`src/rtl/i2c_slave_responder.sv`:
```
// I2C target for one bus: matches a 7-bit address, delivers write bytes and fetches
// read bytes through a req/valid handshake, stretching SCL until read data arrives.
module i2c_slave_responder #(
  parameter logic [6:0] SLAVE_ADDR     = 7'h22,
  parameter int         I2C_DATA_WIDTH = 8,
  parameter int         SYNC_STAGES    = 2
) (
  input  logic                      clk_i,
  input  logic                      rst_n_i,
  input  logic                      scl_i,
  input  logic                      sda_i,
  output logic                      scl_o,
  output logic                      sda_o,
  output logic                      start_o,
  output logic                      op_o,
  output logic                      stop_o,
  output logic                      wr_valid_o,
  output logic [I2C_DATA_WIDTH-1:0] wr_data_o,
  output logic                      rd_req_o,
  input  logic                      rd_valid_i,
  input  logic [I2C_DATA_WIDTH-1:0] rd_data_i,
  output logic                      busy_o,
  output logic [3:0]                state_dbg
);
  localparam int DW = I2C_DATA_WIDTH;

  // Read handshake: a byte moves on a clock edge where rd_req_o and rd_valid_i are
  // both high; rd_req_o drops the cycle after and rd_valid_i is ignored while it is low.
  typedef enum logic [3:0] {
    IDLE, ADDR, ADDR_ACK, WR_DATA, WR_ACK, RD_WAIT, RD_DATA, RD_ACK, IGNORE
  } state_t;

  state_t state_q, state_d;

  logic [SYNC_STAGES-1:0] scl_sync, sda_sync;
  logic          scl_s, sda_s, scl_q, sda_q;
  logic          scl_rise, scl_fall, start_det, stop_det;
  logic          bit_fall, last_bit, addr_match;
  logic          got_bit_q, rw_q;
  logic [2:0]    bit_cnt_q;
  logic [DW-1:0] shift_q;
  logic [DW-2:0] tx_q;
  logic          start_p, stop_p, wr_p;

  assign scl_s      = scl_sync[SYNC_STAGES-1];
  assign sda_s      = sda_sync[SYNC_STAGES-1];
  assign scl_rise   = scl_s & ~scl_q;
  assign scl_fall   = ~scl_s & scl_q;
  assign start_det  = scl_s & scl_q & sda_q & ~sda_s;
  assign stop_det   = scl_s & scl_q & ~sda_q & sda_s;
  // Only a fall that follows a sampled rise ends a bit, so the SCL fall right
  // after START (or after an ACK clock that moved us on) is not counted as data.
  assign bit_fall   = scl_fall & got_bit_q;
  assign last_bit   = (bit_cnt_q == 3'(DW - 1));
  assign addr_match = (shift_q[DW-1:1] == SLAVE_ADDR);
  assign rd_req_o   = (state_q == RD_WAIT);
  assign state_dbg  = state_q;

  always_comb begin
    state_d = state_q;
    start_p = 1'b0;
    stop_p  = 1'b0;
    wr_p    = 1'b0;
    if (stop_det) begin
      state_d = IDLE;
      stop_p  = busy_o;
    end else if (start_det) begin
      state_d = ADDR;
    end else begin
      case (state_q)
        IDLE:     state_d = IDLE;
        ADDR:     if (bit_fall && last_bit) state_d = addr_match ? ADDR_ACK : IGNORE;
        ADDR_ACK: if (bit_fall) begin
                    start_p = 1'b1;
                    state_d = rw_q ? RD_WAIT : WR_DATA;
                  end
        WR_DATA:  if (bit_fall && last_bit) begin
                    wr_p    = 1'b1;
                    state_d = WR_ACK;
                  end
        WR_ACK:   if (bit_fall) state_d = WR_DATA;
        RD_WAIT:  if (rd_valid_i) state_d = RD_DATA;
        RD_DATA:  if (bit_fall && last_bit) state_d = RD_ACK;
        // shift_q[0] holds the bit the master drove in the acknowledge slot
        RD_ACK:   if (bit_fall) state_d = shift_q[0] ? IGNORE : RD_WAIT;
        IGNORE:   state_d = IGNORE;
        default:  state_d = IDLE;
      endcase
    end
  end

  always_ff @(posedge clk_i or negedge rst_n_i) begin
    if (!rst_n_i) begin
      state_q    <= IDLE;
      scl_sync   <= '1;
      sda_sync   <= '1;
      scl_q      <= 1'b1;
      sda_q      <= 1'b1;
      got_bit_q  <= 1'b0;
      rw_q       <= 1'b0;
      bit_cnt_q  <= '0;
      shift_q    <= '0;
      tx_q       <= '0;
      scl_o      <= 1'b1;
      sda_o      <= 1'b1;
      start_o    <= 1'b0;
      stop_o     <= 1'b0;
      wr_valid_o <= 1'b0;
      op_o       <= 1'b0;
      wr_data_o  <= '0;
      busy_o     <= 1'b0;
    end else begin
      state_q    <= state_d;
      scl_sync   <= {scl_sync[SYNC_STAGES-2:0], scl_i};
      sda_sync   <= {sda_sync[SYNC_STAGES-2:0], sda_i};
      scl_q      <= scl_s;
      sda_q      <= sda_s;
      start_o    <= start_p;
      stop_o     <= stop_p;
      wr_valid_o <= wr_p;
      // Release lags the handshake by a cycle so the MSB is settled on SDA first
      scl_o      <= (state_q != RD_WAIT);

      if (scl_rise) begin
        got_bit_q <= 1'b1;
        shift_q   <= {shift_q[DW-2:0], sda_s};
      end else if (scl_fall || start_det || stop_det) begin
        got_bit_q <= 1'b0;
      end

      if (start_det || (state_d != state_q)) bit_cnt_q <= '0;
      else if (bit_fall)                     bit_cnt_q <= bit_cnt_q + 3'd1;

      if (wr_p) wr_data_o <= shift_q;

      if (stop_det) begin
        busy_o <= 1'b0;
      end else if (start_p) begin
        busy_o <= 1'b1;
        op_o   <= rw_q;
      end else if (state_q == ADDR && state_d == IGNORE) begin
        busy_o <= 1'b0;
      end

      if (start_det || stop_det) begin
        sda_o <= 1'b1;
      end else begin
        case (state_q)
          ADDR: if (bit_fall && last_bit && addr_match) begin
                  sda_o <= 1'b0;
                  rw_q  <= shift_q[0];
                end
          ADDR_ACK, WR_ACK: if (bit_fall) sda_o <= 1'b1;
          WR_DATA: if (wr_p) sda_o <= 1'b0;
          RD_WAIT: if (rd_valid_i) begin
                     sda_o <= rd_data_i[DW-1];
                     tx_q  <= rd_data_i[DW-2:0];
                   end
          RD_DATA: if (bit_fall) begin
                     sda_o <= last_bit ? 1'b1 : tx_q[DW-2];
                     tx_q  <= {tx_q[DW-3:0], 1'b0};
                   end
          default: sda_o <= 1'b1;
        endcase
      end
    end
  end
endmodule
```
`config.mk`:
```
export PLATFORM = sky130hd
export DESIGN_NAME = i2c_slave_responder
export DESIGN_NICKNAME = d
export VERILOG_FILES = /design/src/rtl/i2c_slave_responder.sv
export SDC_FILE = /design/constraint.sdc
export NUM_CORES = 1
export LEC_CHECK = 0
export BUFFER_PORTS_ARGS = -buffer_cell sky130_fd_sc_hd__clkbuf_2
export CORE_MARGIN = 10
export CORE_UTILIZATION = 50
export DETAILED_ROUTE_END_ITERATION = 8
export PLACE_DENSITY_LB_ADDON = 0.3
export SLEW_MARGIN = 5
export SYNTH_ARGS = -nofsm -noshare
export SYNTH_HDL_FRONTEND = slang
export SYNTH_SLANG_ARGS = --single-unit
```
`constraint.sdc`:
```
create_clock -name clk_i -period 3.3 [get_ports clk_i]
set_clock_uncertainty 0.15 [all_clocks]
set_input_delay 0.165 -clock clk_i [delete_from_list [all_inputs] [get_ports clk_i]]
set_output_delay 0.165 -clock clk_i [all_outputs]
set_load 0.03 [all_outputs]
```
# Word-level counts from Yosys, hierarchy flattened
# Cells that the tools add are included.
# Widths: inputs -> output; s select.
# totals
elab_cells	109
output_inout_bits	20
inputBits	13
register_bits	45
# classes
eq_ne	20
muxes	40
reduce_logical	16
bitwise	14
n_addsub	1
# ops
operator	n
$mux 4	11
$pmux 4 s8	1
$mux 1	21
$eq 4x3->1 const B	4
$mux 7	2
$pmux 7 s2	1
$mux 3	3
$ne 3x3->1 const B	3
$and 1x1->1	8
$eq 4x2->1 const B	2
$eq 4x4->1 const B	2
$eq 7x6->1 const B	1
$ne 3x1->1 const B	2
$not 1->1	6
$reduce_bool 2->1	3
$pmux 1 s5	1
$reduce_and 5->1	1
$eq 4x1->1 const B	1
$logic_or 1x1->1	4
$ne 4x3->1 const B	1
$ne 4x4->1	1
$reduce_and 4->1	1
$add 3x1->3 const B	1
$eq 3x3->1 const B	1
7 further kinds	9

# Depth between registers and ports, before layout
# Gate-level depths: netlist of run 1.
# logic_depth
word_depth	13
ltp_mapped	8
mapped_depth_nobuf	8

# Worst setup path after synthesis of run 1
# Ideal clock, no wire load.
# synth_timing
kind	register -> register
from	register state_q[3], in the netlist state_dbg[3]
to	register bit_cnt_q[0]
arrival_ps	2287
stages_incl_launch_ff	8
path_buffers	1
setup_ps	86
required_time_ps	3064
synth_period_minus_slack_ps	2523
path_slack_ps	777
cell_sequence	dfrtp_1 > buf_6 > nor4b_4 > a221oi_2 > or4_4 > a21boi_1 > or4_4 > nor3_1
# synth_via
elab_chain_len	7
elab_cells_between_ends	22
classes_between	eq/ne (9); mux (11); reduce/logical (2)
# synth_rtl
item	line_no	source
start, declared	33	state_t state_q, state_d;
start signal, assigned	113	state_q <= state_d;
$eq 4x4->1 (tied with other cells)	70	case (state_q)
$pmux 4 s8	70	
$mux 4	67	end else if (start_det) begin
$mux 4	64	if (stop_det) begin
$ne 4x4->1 *	131	if (start_det || (state_d != state_q)) bit_cnt_q <= '0;
$logic_or 1x1->1 *	131	
$mux 3 or $reduce_bool 2->1 (tied branches)	-	
end signal, assigned	132	else if (bit_fall) bit_cnt_q <= bit_cnt_q + 3'd1;
end, declared	40	logic [2:0] bit_cnt_q;
# Every way passes the cells marked *; elsewhere a longest branch is shown, timed or not.
# A chain may end at the register's enable or synchronous reset.

# Worst setup path in the final report of run 1
# layout_timing
from	register scl_q
to	register bit_cnt_q[0]
# layout_via
elab_chain_len	10
elab_cells_between_ends	21
classes_between	eq/ne (1); mux (10); bitwise (7); reduce/logical (3)
# layout_rtl
item	line_no	source
start, declared	36	logic scl_s, sda_s, scl_q, sda_q;
start signal, assigned	116	scl_q <= scl_s;
$and 1x1->1	48	assign scl_fall = ~scl_s & scl_q;
$and 1x1->1	53	assign bit_fall = scl_fall & got_bit_q;
$logic_and 1x1->1	72, 77, 83	
$mux 4, on equally long branches	83, 72, 77	
$pmux 4 s8	70	
$mux 4	67	
$mux 4	64	
$ne 4x4->1	131	
$logic_or 1x1->1	131	
$mux 3 or $reduce_bool 2->1 (tied branches)	-	
# Several ways; a longest one is shown, not always the timed one.

==> impl_metrics.csv, run 1 <==
group,metric,value,unit
critical_path,cpMaxStageDelayCell,"dfstp_2",
placement,dp_hpwl,3485,um
cts,postCtsSetupBuffers,0,
finish,layout_commonest_cell,"dfrtp_1",
routing,drtPass1Iterations,4,
critical_path,critPathCaptureType,"flop",
critical_path,cp_common_cell,"or4_4",
finish,syn2layout_area_growth,17.31,%
floorplanning,fp.dieW,87.15,um
logic_synthesis,synth_edf_count,0,
grt,grt_max_degree,29,
sta,fmax,363.9,MHz
sta,finalCritPeriodShare,83.27,%
routing,remaining_drc_errors,0,
critical_path,required,3.36,ns
sta,finalSetupViolCount,0,
logic_synthesis,syn_area_per_cell,10.94,um^2
logic_synthesis,netlist_area,0.002255,mm^2
routing,drt_iter0_drc,189,
floorplanning,die_height,87.15,um
routing,post_drt_wl_per_cell,15.90,um
floorplanning,row_count,24,
finish,layoutNonFillerInstCount,298,
logic_synthesis,ys_seq_elements,45,
routing,ant_nets,0,
critical_path,criticalPathCategory,"flop to flop",
critical_path,r2r_slack,0.55,ns
cts,cts_sinks,45,
cts,cts.path.max_buffers,2,
floorplanning,core,0.004354,mm^2
critical_path,crit_buf_inv,0,
critical_path,crit_chain,"and3b_1, a21oi_1, or4_4, a21boi_1, or4_4, nor3_1",
cts,h-tree-depth,2,
cts,numCtsBuffers,5,
finish,design_area,0.002645,mm^2
grt,antenna_found_initial,0,
logic_synthesis,synth.distinct_cells,52,
placement,dp_cells,286,
finish,fillers,367,
critical_path,cp-start-kind,"flop",
outcome,status,"complete, no violations",
grt,overflow,0,
logic_synthesis,synth_top_family_by_area,"simple AND/OR/NAND/NOR gates",
critical_path,critPathArrivalTime,2.81,ns
cts,clk_latency,0.30,ns
logic_synthesis,synth_area_leaders,"dfrtp_1, dfstp_2, mux2_2",
logic_synthesis,synth_warnings,0,
sta,rsz0062_at_grt,"no",
finish,layout.cells.most_common_list,"dfrtp_1, clkbuf_2, mux2_2",
grt,grt_pass1_vias,1644,
cts,cts_tree,"done",
logic_synthesis,ys_async_sr_fraction,100.0,%
logic_synthesis,yosys.area.top_type,"dfrtp_1",
placement,dpl_cell_area,0.002467,mm^2
cts,root_buffer,"clkbuf_8",
power_and_ir_drop,power_density,779.6,mW/mm^2
sta,finalHoldViolCount,0,
sta,fin_tns_setup,0,ns
logic_synthesis,synth-simple-area-share,18.81,%
logic_synthesis,synthFlopType,"dfrtp_1",
routing,dr_total_vias,1667,
logic_synthesis,synth_adder_area_share,1.110,%
critical_path,critPathMaxStageDelay,0.57,ns
sta,maxSlewViolCount,0,
placement,io_buffer_count,32,
finish,post-route-util,60.75,%
cts,cts.reportedPaths.clkPinSlew,0.08,ns
critical_path,crit_family,"simple AND/OR/NAND/NOR gates",
floorplanning,start_util,51.78,%
grt,grt_pass1_wl,8031,um
placement,gp_congestion,0.9211,
logic_synthesis,synth-xor-area-share,1.165,%
logic_synthesis,synthesis.nets,221,
finish,layout.nets,260,
power_and_ir_drop,power.total,2.062,mW
critical_path,crit_fanout,11,
power_and_ir_drop,ir_worst_vdd,0.3651,mV
grt,grtUsageTotal,13.03,%
logic_synthesis,synthMuxAreaShare,12.54,%
logic_synthesis,seq_area_frac_synth,50.39,%
routing,routed_wl,4738,um
sta,tightest_slew,0.7024,ns
routing,vias_per_cell,5.594,
logic_synthesis,synthCells,206,
logic_synthesis,synth_top_area_share,41.07,%
power_and_ir_drop,power_leakage,1.244,nW
hold_path,min_path_type,"input port to flop",
logic_synthesis,synth_compound_area_share,12.26,%
floorplanning,io_pins,33,
finish,num_antenna_cells,0,
sta,finalCriticalPeriod,2.748,ns
floorplanning,die_area,0.007595,mm^2
finish,drive_gt1_share,32.11,%
sta,max_slew_margin,53.18,%
flow_run,cap_viol_max_count,0,
## cell families (layout without fill, tap and decap cells)
group                    count (synthesis)  after routing
AO/OA/AOI/OAI                           42             42
XOR/XNOR                                 3              3
adder cells (fa/ha/maj)                  2              2
buffers and inverters                   17             57
flip-flops                              45             45
multiplexers                            26             26
AND/OR/NAND/NOR                         71             71
## worst reg2reg max path, delay by kind of cell (launching register included)
kind | cells | cell delay (ns)
compound gates | 2 | 0.26
simple gates | 4 | 1.69
flops | 1 | 0.57
## timing repair
action	in CTS	in global routing
endpoints found under the hold margin	25	0
hold buffers	4	0
gates resized for setup	0	0
## cell usage after synthesis (all sizes together) (6+ instances only)
library cell,count
mux2,18
dfrtp,37
a21oi,14
o21ai,8
nor2,14
nand2b,6
nor3,8
dfstp,8
nand2,11
mux2i,8
clkbuf,6
inv,7
## through the flow
| step | hold WS (ns) | worst slack, ns |
|---|---|---|
| detailed placement | 0.09954 | 0.5896 |
| global route | 0.02578 | 0.3978 |
| CTS | 0.01315 | 0.5741 |
| floorplan | -0.2806 | 0.7771 |
| finish | 0.01451 | 0.5522 |
| global placement | 0.08613 | 0.6512 |
## where the power goes
group,total [mW],switching (mW),internal (mW)
logic,0.732,0.403,0.329
registers,0.835,0.149,0.686
clock network,0.495,0.190,0.305
## cell type report
| class | instances | area (um^2) | area share, % |
|---|---|---|---|
| clock inverter | 3 | 68.82 | 2.602 |
| timing repair buffer | 42 | 245.2 | 9.272 |
| tap | 52 | 65.06 | 2.460 |
| multi-input combinational | 144 | 1035 | 39.12 |
| inverter | 7 | 26.28 | 0.9934 |
| clock buffer | 5 | 68.82 | 2.602 |
| sequential | 45 | 1136 | 42.95 |
## final timing paths
path                                  startpoint                       end  cells past startpoint
setup / recovery                 scl_q$_DFF_PN1_  bit_cnt_q[0]$_DFFE_PN0P_                      6
hold / removal                      rd_data_i[4]       tx_q[4]$_DFFE_PN0P_                      3
setup reg to reg                 scl_q$_DFF_PN1_  bit_cnt_q[0]$_DFFE_PN0P_                      6
hold reg to reg            sda_sync[0]$_DFF_PN1_     sda_sync[1]$_DFF_PN1_                      0
max in group asynchronous                rst_n_i     sda_sync[1]$_DFF_PN1_                      3
min in group asynchronous                rst_n_i  wr_data_o[0]$_DFFE_PN0P_                      2
## sequential cells by signal, indices dropped and copies added (netlist names)
| signal | count |
|---|---|
| shift_q | 8 |
| wr_data_o | 8 |
| tx_q | 7 |
| state_dbg | 4 |
| bit_cnt_q | 3 |
| scl_sync | 2 |
| sda_sync | 2 |
| busy_o | 1 |
| got_bit_q | 1 |
| op_o | 1 |
| rw_q | 1 |
| scl_o | 1 |
| scl_q | 1 |
| sda_o | 1 |
| sda_q | 1 |
| start_o | 1 |
| stop_o | 1 |
| wr_valid_o | 1 |
## metal layers
metal	wire length (um)	share of wire [%]	GRT usage, %
met5	0	0	0
met4	85	1.8	4.928
met3	275	5.8	3.652
met2	2149	45	19.52
met1	2228	47	17.41
Note: power is estimated with default switching activity, not from simulation.
==> run 2, diff against run 1 <==
Clock period 3.3 ns to 2.7 ns, I/O delays scaled along.
==> impl_metrics.csv, run 2 (same netlist as run 1, synthesis figures left out) <==
group,metric,value,unit
cts,numCtsBuffers,5,
critical_path,crit_fanout,7,
cts,cts.path.max_buffers,2,
power_and_ir_drop,comb_power_share,39.3,%
routing,remaining_drc_errors,0,
sta,max_slew_margin,61.61,%
outcome,status,"complete, no violations",
power_and_ir_drop,power_density,911.5,mW/mm^2
power_and_ir_drop,power.total,2.511,mW
power_and_ir_drop,p_switching,0.9469,mW
critical_path,critPathLaunch,"scl_q$_DFF_PN1_",
placement,dp_hpwl,3694,um
hold_path,hp-start,"rd_valid_i",
critical_path,critPathArrivalTime,2.61,ns
sta,fin_tns_setup,0,ns
cts,cts.reportedPaths.clkPinSlew,0.10,ns
sta,tightest_slew,0.5679,ns
finish,drive_gt1_share,34.48,%
grt,antenna_found_initial,0,
routing,post_drt_wl_per_cell,16.12,um
grt,overflow,0,
flow_run,cap_viol_max_count,0,
routing,drt_iter0_drc,84,
grt,grt_pass1_wl,8424,um
floorplanning,core,0.004354,mm^2
cts,cts_sinks,45,
finish,layout.cells.most_common_list,"dfrtp_1, clkbuf_2, mux2_2",
floorplanning,fp.dieW,87.15,um
grt,use_met2,21.25,%
finish,fillers,341,
critical_path,required,2.77,ns
sta,finalCritPeriodShare,94.24,%
placement,gp_congestion,1.028,
sta,fmax,393.0,MHz
power_and_ir_drop,power_leakage,1.300,nW
finish,layout_commonest_cell,"dfrtp_1",
routing,drtPass1Iterations,4,
finish,multi_input_area,0.001036,mm^2
sta,rsz0062_at_grt,"no",
floorplanning,row_count,24,
grt,top_usage_layer,"met2",
cts,clk_latency,0.30,ns
power_and_ir_drop,p_sw_share,37.70,%
power_and_ir_drop,seq_power_share,39.8,%
power_and_ir_drop,power.internal,1.565,mW
routing,ant_nets,0,
critical_path,critPathCaptureType,"flop",
critical_path,cp-start-kind,"flop",
critical_path,criticalPathCategory,"flop to flop",
grt,grtUsageTotal,13.89,%
critical_path,worstReg2RegStart,"scl_q$_DFF_PN1_",
power_and_ir_drop,clockPowerShare,21.0,%
grt,grt_use_met3,5.056,%
cts,postCtsSetupBuffers,0,
sta,finalSetupViolCount,0,
sta,finalCriticalPeriod,2.545,ns
finish,layout.nets,275,
floorplanning,die_height,87.15,um
floorplanning,io_pins,33,
routing,dr_total_vias,1769,
sta,holdWs,0.008673,ns
sta,finalHoldViolCount,0,
routing,routed_wl,5044,um
finish,post-route-util,63.28,%
grt,grt_max_degree,46,
hold_path,min_path_type,"input port to flop",
cts,h-tree-depth,2,
finish,num_antenna_cells,0,
finish,syn2layout_area_growth,22.20,%
cts,cts_tree,"done",
grt,grt_pass1_vias,1742,
placement,io_buffer_count,32,
sta,maxSlewViolCount,0,
finish,reg_top3,"shift_q x8, wr_data_o x8, tx_q x7",
finish,ff_latch_area,0.001137,mm^2
floorplanning,start_util,51.78,%
grt,grt_use_met1,17.30,%
power_and_ir_drop,ir_worst_vdd,0.5665,mV
floorplanning,die_area,0.007595,mm^2
routing,vias_per_cell,5.652,
cts,root_buffer,"clkbuf_8",
[run 2: final cells by class]
cell class                      instances  area share, %
Sequential cell                        45          41.28
Timing Repair Buffer                   57          13.53
Clock buffer                            5          2.498
Tap cell                               52          2.361
Inverter                                7         0.9537
Multi-Input combinational cell        144          37.60
Clock inverter                          3          1.771
[run 2: power groups by stage]
stage	Sequential, mW	Clock, mW	Combinational, mW
after floorplan	1.02	0	0.688
after global placement	1.00	0	0.962
after detailed placement	1.01	0	0.972
after CTS	0.999	0.543	0.988
after global routing	1.03	0.570	1.08
final	0.999	0.527	0.986
[run 2: per-stage QoR]
stage	instances	cell area, um^2	worst slack (ns)
after CTS	313	2753	0.1051
after global placement	295	2535	0.1659
after detailed placement	295	2535	0.1311
after floorplan	206	2255	0.1771
final	313	2755	0.1554
after global routing	313	2755	0.02733
[run 2: worst max-delay path, cell delays in order, from the launching register on]
cell      delay, ns
dfstp_2        0.58
and3b_2        0.25
a21oi_1        0.08
or4_4          0.52
a21boi_1       0.14
or4_4          0.55
nor3_1         0.19
[run 2: path summary, 6_finish.rpt]
| check | to | slack [ns] | cells past startpoint |
|---|---|---|---|
| max | bit_cnt_q[1]$_DFFE_PN0P_ | 0.16 | 6 |
| min | tx_q[0]$_DFFE_PN0P_ | 0.009 | 3 |
| max reg2reg | bit_cnt_q[1]$_DFFE_PN0P_ | 0.16 | 6 |
| min reg2reg | sda_sync[1]$_DFF_PN1_ | 0.21 | 0 |
| max in group asynchronous | state_dbg[2]$_DFF_PN0_ | 1.71 | 3 |
| min in group asynchronous | shift_q[2]$_DFFE_PN0P_ | 0.29 | 3 |
[run 2: layer usage]
| layer | wire length, um | up-vias |
|---|---|---|
| met4 | 73 | 0 |
| met5 | 0 | - |
| met3 | 438 | 8 |
| met2 | 2391 | 71 |
| li1 | - | 856 |
| met1 | 2142 | 834 |
[run 2: what timing repair did]
item                                   4_1_cts  5_1_grt
setup endpoints to repair                    0        3
hold buffers                                10        0
endpoints found under the hold margin       46        0
gates resized for setup                      0        2
